## config.mk

```make
export PLATFORM = sky130hd
export DESIGN_NAME = pip_stage_reg
export DESIGN_NICKNAME = d
export VERILOG_FILES = /design/src/rtl/pip_stage_reg.sv
export SDC_FILE = /design/constraint.sdc
export NUM_CORES = 1
export LEC_CHECK = 0
export CORE_UTILIZATION = 55
export CTS_CLUSTER_DIAMETER = 60
export DETAILED_ROUTE_END_ITERATION = 6
export GPL_TIMING_DRIVEN = 0
export PLACE_DENSITY = 0.91
export SLEW_MARGIN = 20
export SYNTH_ARGS = -nofsm -noshare
export SYNTH_HDL_FRONTEND = slang
export SYNTH_SLANG_ARGS = --single-unit
```

## constraint.sdc

```tcl
create_clock -name clk -period 4.6 [get_ports clk]
set_clock_uncertainty 0.15 [all_clocks]
set_input_delay 0.92 -clock clk [delete_from_list [all_inputs] [get_ports clk]]
set_output_delay 0.92 -clock clk [all_outputs]
set_load 0.02 [all_outputs]
```

## src/rtl/pip_stage_reg.sv

```systemverilog
// pip_stage_reg: valid/ready pipeline register with optional skid entry,
// synchronous flush and saturating stall/bubble counters.
module pip_stage_reg #(
    parameter int unsigned   DW        = 32,
    parameter logic [DW-1:0] NOP_VALUE = {DW{1'b0}},
    parameter bit            SKID      = 1'b1,
    parameter int unsigned   CNT_W     = 16
) (
    input  logic             clk,
    input  logic             reset,
    input  logic             in_valid,
    output logic             in_ready,
    input  logic [DW-1:0]    in_data,
    input  logic             flush,
    output logic             out_valid,
    input  logic             out_ready,
    output logic [DW-1:0]    out_data,
    output logic [CNT_W-1:0] stall_cnt,
    output logic [CNT_W-1:0] bubble_cnt
);

    localparam logic [CNT_W-1:0] CNT_MAX = '1;

    logic          main_v;
    logic [DW-1:0] main_data;
    logic          in_fire;
    logic          out_fire;

    assign in_fire   = in_valid & in_ready & ~flush;
    assign out_fire  = main_v & out_ready;
    assign out_valid = main_v;
    assign out_data  = main_v ? main_data : NOP_VALUE;

    if (SKID) begin : g_skid
        logic          main_v_q, main_v_d;
        logic          skid_v_q, skid_v_d;
        logic          rdy_q, rdy_d;
        logic [DW-1:0] main_q, main_d;
        logic [DW-1:0] skid_q, skid_d;

        // Priority chain: flush, skid drain, direct load, skid load, drain.
        always_comb begin
            main_v_d = main_v_q;
            main_d   = main_q;
            skid_v_d = skid_v_q;
            skid_d   = skid_q;
            rdy_d    = rdy_q;
            if (flush) begin
                main_v_d = 1'b0;
                skid_v_d = 1'b0;
                main_d   = NOP_VALUE;
                skid_d   = NOP_VALUE;
                rdy_d    = 1'b1;
            end else if (skid_v_q && out_ready) begin
                main_d   = skid_q;
                skid_v_d = 1'b0;
                rdy_d    = 1'b1;
            end else if (in_fire && (!main_v_q || out_ready)) begin
                main_v_d = 1'b1;
                main_d   = in_data;
            end else if (in_fire) begin
                skid_v_d = 1'b1;
                skid_d   = in_data;
                rdy_d    = 1'b0;
            end else if (out_fire) begin
                main_v_d = 1'b0;
            end
        end

        always_ff @(posedge clk or negedge reset) begin
            if (!reset) begin
                main_v_q <= 1'b0;
                main_q   <= NOP_VALUE;
                skid_v_q <= 1'b0;
                skid_q   <= NOP_VALUE;
                rdy_q    <= 1'b1;
            end else begin
                main_v_q <= main_v_d;
                main_q   <= main_d;
                skid_v_q <= skid_v_d;
                skid_q   <= skid_d;
                rdy_q    <= rdy_d;
            end
        end

        assign main_v    = main_v_q;
        assign main_data = main_q;
        assign in_ready  = rdy_q;
    end else begin : g_flop
        logic          main_v_q, main_v_d;
        logic [DW-1:0] main_q, main_d;

        always_comb begin
            main_v_d = main_v_q;
            main_d   = main_q;
            if (flush) begin
                main_v_d = 1'b0;
                main_d   = NOP_VALUE;
            end else if (in_fire) begin
                main_v_d = 1'b1;
                main_d   = in_data;
            end else if (out_fire) begin
                main_v_d = 1'b0;
            end
        end

        always_ff @(posedge clk or negedge reset) begin
            if (!reset) begin
                main_v_q <= 1'b0;
                main_q   <= NOP_VALUE;
            end else begin
                main_v_q <= main_v_d;
                main_q   <= main_d;
            end
        end

        assign main_v    = main_v_q;
        assign main_data = main_q;
        assign in_ready  = out_ready | ~main_v_q;
    end

    logic [CNT_W-1:0] stall_q, stall_d;
    logic [CNT_W-1:0] bubble_q, bubble_d;

    always_comb begin
        stall_d  = stall_q;
        bubble_d = bubble_q;
        if (main_v && !out_ready && stall_q != CNT_MAX)
            stall_d = stall_q + CNT_W'(1);
        if (!main_v && out_ready && bubble_q != CNT_MAX)
            bubble_d = bubble_q + CNT_W'(1);
    end

    always_ff @(posedge clk or negedge reset) begin
        if (!reset) begin
            stall_q  <= '0;
            bubble_q <= '0;
        end else begin
            stall_q  <= stall_d;
            bubble_q <= bubble_d;
        end
    end

    assign stall_cnt  = stall_q;
    assign bubble_cnt = bubble_q;

endmodule

```

==> results.txt <==
outcome - completed
worst reg2reg path depth - 5
cell accounting for the most synthesized area - dfrtp_1
die width - 94.1 microns
drt via density - 5.79
Worst Tran Pin Value - 0.682 ns
All-Layer GR Usage - 0.287
startpoint types - flip-flop
die height - 94.1 microns
clk slew on worst S/H paths - 0.10 ns
CTS max path bufs - 2
Ports - 103
die area - 0.00885 sq mm
post-synth cell types - 40
FFs w/ async S/R, synth - 1.00
synth top area cells - dfrtp_1, nand2_1, nand3b_1
final worst path period share - 0.716
Final Max Slew Viols - 0
internal reg-to-reg setup slack - 2.30 ns
Syn Inst Count - 486
layout cells sized above 1 - 0.0678
First DRT Iteration DRCs - 218
Post-Synthesis Net Count - 525
most common cell in the netlist - dfrtp_1
share of the synthesized area in the top cell type - 0.526
total gr overflow - 0
CP arrival - 2.22 ns
largest net degree at the start of global routing - 77
vias - 4114
nets - 639
CORE AREA - 0.00822 sq mm
IR drop worst, VDD - 186 uV
compound-cell area share of the yosys netlist - 0.110
CP Class - flip-flop to primary output
Post-Route Utilization - 0.737
Layout area overhead - 29.9%
final setup fails - 0
Inserted Diodes - 0
starting density of the core - 0.568
Post-synth top cells - dfrtp_1, nand2_1, nor2_1, o21ai_0, and2_1
# port buffers - 102
ANT nets after route - 0
Post-CTS Setup Bufs - 0
RSZ-0062 raised after global routing - false
largest family of logic cells by synthesized area - simple AND/OR/NAND/NOR gates
final number of hold-violating endpoints - 0
Crit path required time - 3.53 ns
slew margin rel. - 0.546
total CTS buffers - 9
vias in the first global route - 4095
synthesized area - 0.00466 sq mm
global-route wire length before repair - 19600 microns
Seq cells post-synth - 99
CTS Hold Buffers Added - 0
placer congestion estimate - 0.836
crit-path max FO - 10
total power - 2120 uW
Fill cells - 579
PD cells - 350 mW/mm^2
Avg Cell Area, Syn - 9.60 sq um
FP Rows - 33
adder-cell share of the synthesized area - 0.00537
Max Cap Violations - 0
Layout Cells excl Fill - 710
clock root cell - clkbuf_8
drt pass-1 iters - 4
Warnings, synthesis - 0
mux contribution to synthesized area - 0.0161
hpwl dp - 8270 microns
CTS tree - built
Post-synth EDFFs - 0
Fin Setup TNS - 0 ns
Skew-Pair Late Insertion Delay - 0.35 ns
post-CTS sizing - 0
P_leak - 0.00258 uW
reg2reg end - bubble_cnt[1]
DP Cell Count - 694
minimum clock period - 3.29 ns
hold crit path type - input pin to async pin
DRC - 0
crit end category - primary output
Synth Flop Type - dfrtp_1
fmax - 0.304 GHz
post-synthesis xor/xnor area fraction - 0.0451
clk sink count - 99
initial antenna violation count - 0
share of the yosys chip area belonging to registers - 0.532
drt wl/cell - 16.4 microns
FF-to-FF Start - bubble_cnt[0]
Synth Area in Simple Gates - 0.260
CTS H-tree lvls - 3
final wirelength - 11700 microns
## worst max-delay path, stage by stage, from the launching register on
cell	delay (ns)
dfrtp_1	0.43
buf_2	0.23
clkbuf_1	0.34
and2_1	0.24
clkdlybuf4s50_1	0.62
## flip-flops by register name, summed over array words and instances, names as in the netlist
signal and flops:
g_skid.skid_q 32, g_skid.main_q 32, bubble_cnt 16, g_skid.skid_v_q 1
stall_cnt 16, out_valid 1, in_ready 1
## metrics by stage
stage	setup slack, ns	hold slack [ns]	area (sq um)
floorplan	2.37	0.327	4660
global placement	-1.03	0.312	5820
detailed placement	1.43	0.321	5840
CTS	1.30	0.259	6060
global route	1.24	0.259	6060
finish	1.31	0.252	6060
## power breakdown
| part | total [uW] | internal [uW] | leakage [uW] | switching, uW |
|---|---|---|---|---|
| Combinational | 469 | 222 | 0.00119 | 246 |
| Sequential | 1060 | 958 | 0.00129 | 106 |
| Clock | 586 | 282 | 0.0000978 | 304 |
| Total | 2120 | 1460 | 0.00258 | 657 |
## cell usage in the layout (no fill, tap or decap), drive strengths merged, types with 6 or more instances in the layout
cell             n
a21oi            9
xor2            18
clkbuf          27
nand4           11
dfrtp           98
inv              7
nor2            41
nor3            10
o21ai           35
xnor2            6
clkdlybuf4s50  101
nand3b          32
buf             14
nand3           10
a31oi           32
and2            33
nand2           79
## cell type report
cell class	count	area [sq um]	share of cell area
plain buffers	28	120	0.0198
clock buffers	11	151	0.0250
clock inverters	5	61.3	0.0101
inverters	7	26.3	0.00434
multi-input cells	352	2040	0.336
flip-flops and latches	99	2480	0.409
well taps	105	131	0.0217
repair buffers	103	1050	0.173
## worst max-delay path by stage
stage / start / end / slack, ns / depth (start not counted)
detailed placement: flush / g_skid.skid_q[4] / 1.43 / 5
floorplan: out_valid / out_data[10] / 2.37 / 3
finish: out_valid / out_data[24] / 1.31 / 4
global route: out_valid / out_data[16] / 1.24 / 4
CTS: out_valid / out_data[24] / 1.30 / 4
global placement: reset / g_skid.main_q[14] / -1.03 / 1
## logic make-up (layout without fill, tap and decap cells)
family | count (synthesis) | in the layout
muxes | 7 | 7
xor gates and xnor gates | 24 | 24
buffers and inverters | 35 | 154
adders and majority gates | 2 | 2
and+or+nand+nor | 233 | 233
DFF | 99 | 99
AOI/OAI and AO/OA | 86 | 86
## metal layers
metal	track usage	part of all wire
met4	0.103	0.015
met1	0.374	0.42
met5	0	0
met3	0.0494	0.054
met2	0.481	0.51
Note: power is estimated with default switching activity, not from simulation.
==> RTL edit (same settings) <==
The parameter `CNT_W` goes from 16 to 18.
--- a/src/rtl/pip_stage_reg.sv
+++ b/src/rtl/pip_stage_reg.sv
@@ -4,7 +4,7 @@
     parameter int unsigned   DW        = 32,
     parameter logic [DW-1:0] NOP_VALUE = {DW{1'b0}},
     parameter bit            SKID      = 1'b1,
-    parameter int unsigned   CNT_W     = 16
+    parameter int unsigned   CNT_W     = 18
 ) (
     input  logic             clk,
     input  logic             reset,
Interface: changed (resized bubble_cnt and stall_cnt); port bits go from 103 to 107. The function was not compared with the original's and may differ.
==> RTL edit against the unedited design <==
Synthesized area is 1.7% higher. Sequential cell count is 4 higher. Register-to-register slack better by 0.09 ns. Cell area is 1.7% higher. Setup slack better by 0.15 ns. Power is 1.4% higher. Routed wire length is 4.8% lower.
==> RTL edit: results (changes against the unedited design) <==
outcome finished, final reports clean; sequential fraction of the synthesis area 54.4% (+1.2 points); crit path to out_data[30]; PortBufs 106 (+3.9%); Synth Area in XOR/XNOR 5.17% (+0.67 points); library cells used by synthesis 41 (+2.5%); vias per inst 5.63 (-2.8%); hold slack 0.305 ns (+0.0532 ns); routed wl met3 632 um (+0.64%); portion of netlist area occupied by mux cells 0.792% (-0.82 points); worst endpoint data arrival time 2.08 ns (-0.14 ns); Detail Route met2 WL 5650 um (-4.6%); DRT met1 WL 4680 um (-5.2%); vias in the first global route 3950 (-3.5%); DR iter-0 viols 153 (-30%); DP Worst Slack 1.35 ns (-0.0791 ns); first-pass GRT wire length 18300 um (-6.7%); syn avg cell area 9.73 sq um (+1.5%); Layout Cells excl Fill 714 (+0.56%); Synth Area in Adders 0.528% (-0.0088 points); FF-to-FF End g_skid.main_q[31]; largest net degree at the start of global routing 59 (-23%); Final #Nets 644 (+0.78%); Max IR drop VDD 0.203 mV (+9.4%); Leak 2.57 nW (-0.13%); Clock Latency Late Sink 0.37 ns (+0.02 ns); Routability Congestion 0.843 (+0.91%); WL per Instance 15.5 um (-5.4%); Synthesized Nets 526 (+0.19%)
RTL edit: area by class of cell:
cell class / instances / share of cell area [%]
Sequential cell: 103 / 41.9
Inverter: 4 / 0.244
Clock buffer: 10 / 2.23
Tap cell: 105 / 2.13
Clock inverter: 5 / 0.955
Buffer: 28 / 1.77
Timing Repair Buffer: 107 / 17.7
Multi-Input combinational cell: 352 / 33.1
RTL edit: kinds of logic (layout without fill, tap and decap cells):
| kind of cell | count (synthesis) | count (layout) |
|---|---|---|
| compound gates | 79 | 79 |
| xor+xnor | 28 | 28 |
| fa+ha+maj | 2 | 2 |
| buf+inv | 32 | 154 |
| flops | 103 | 103 |
| mux | 3 | 3 |
| simple gates | 240 | 240 |
RTL edit: power by group:
group          internal [mW]  switching [mW]  total (mW)
Clock                  0.264           0.302       0.566
Combinational          0.232           0.262       0.494
Sequential             0.994          0.0942        1.09
Total                   1.49           0.658        2.15
RTL edit: through the flow:
stage	utilization, %	TNS (ns)	cell area, sq um
2_1_floorplan	-	0	4740
3_3_place_gp	71.5	-119.99	5930
3_5_place_dp	71.8	0	5960
4_1_cts	74.2	0	6160
5_1_grt	74.2	0	6160
6_report	74.2	0	6160
RTL edit: worst max-delay path: cells and delay by family, from the launching register on:
family	cells	cell delay [ns]
simple gates	1	0.22
flops	1	0.35
buf+inv	3	1.15
RTL edit: per-layer routing:
| layer | GRT usage (%) | up-vias |
|---|---|---|
| met4 | 7.83 | 0 |
| met1 | 33.1 | 1939 |
| met2 | 46.1 | 153 |
| met3 | 5.23 | 15 |
| met5 | 0 | - |
| li1 | - | 1914 |
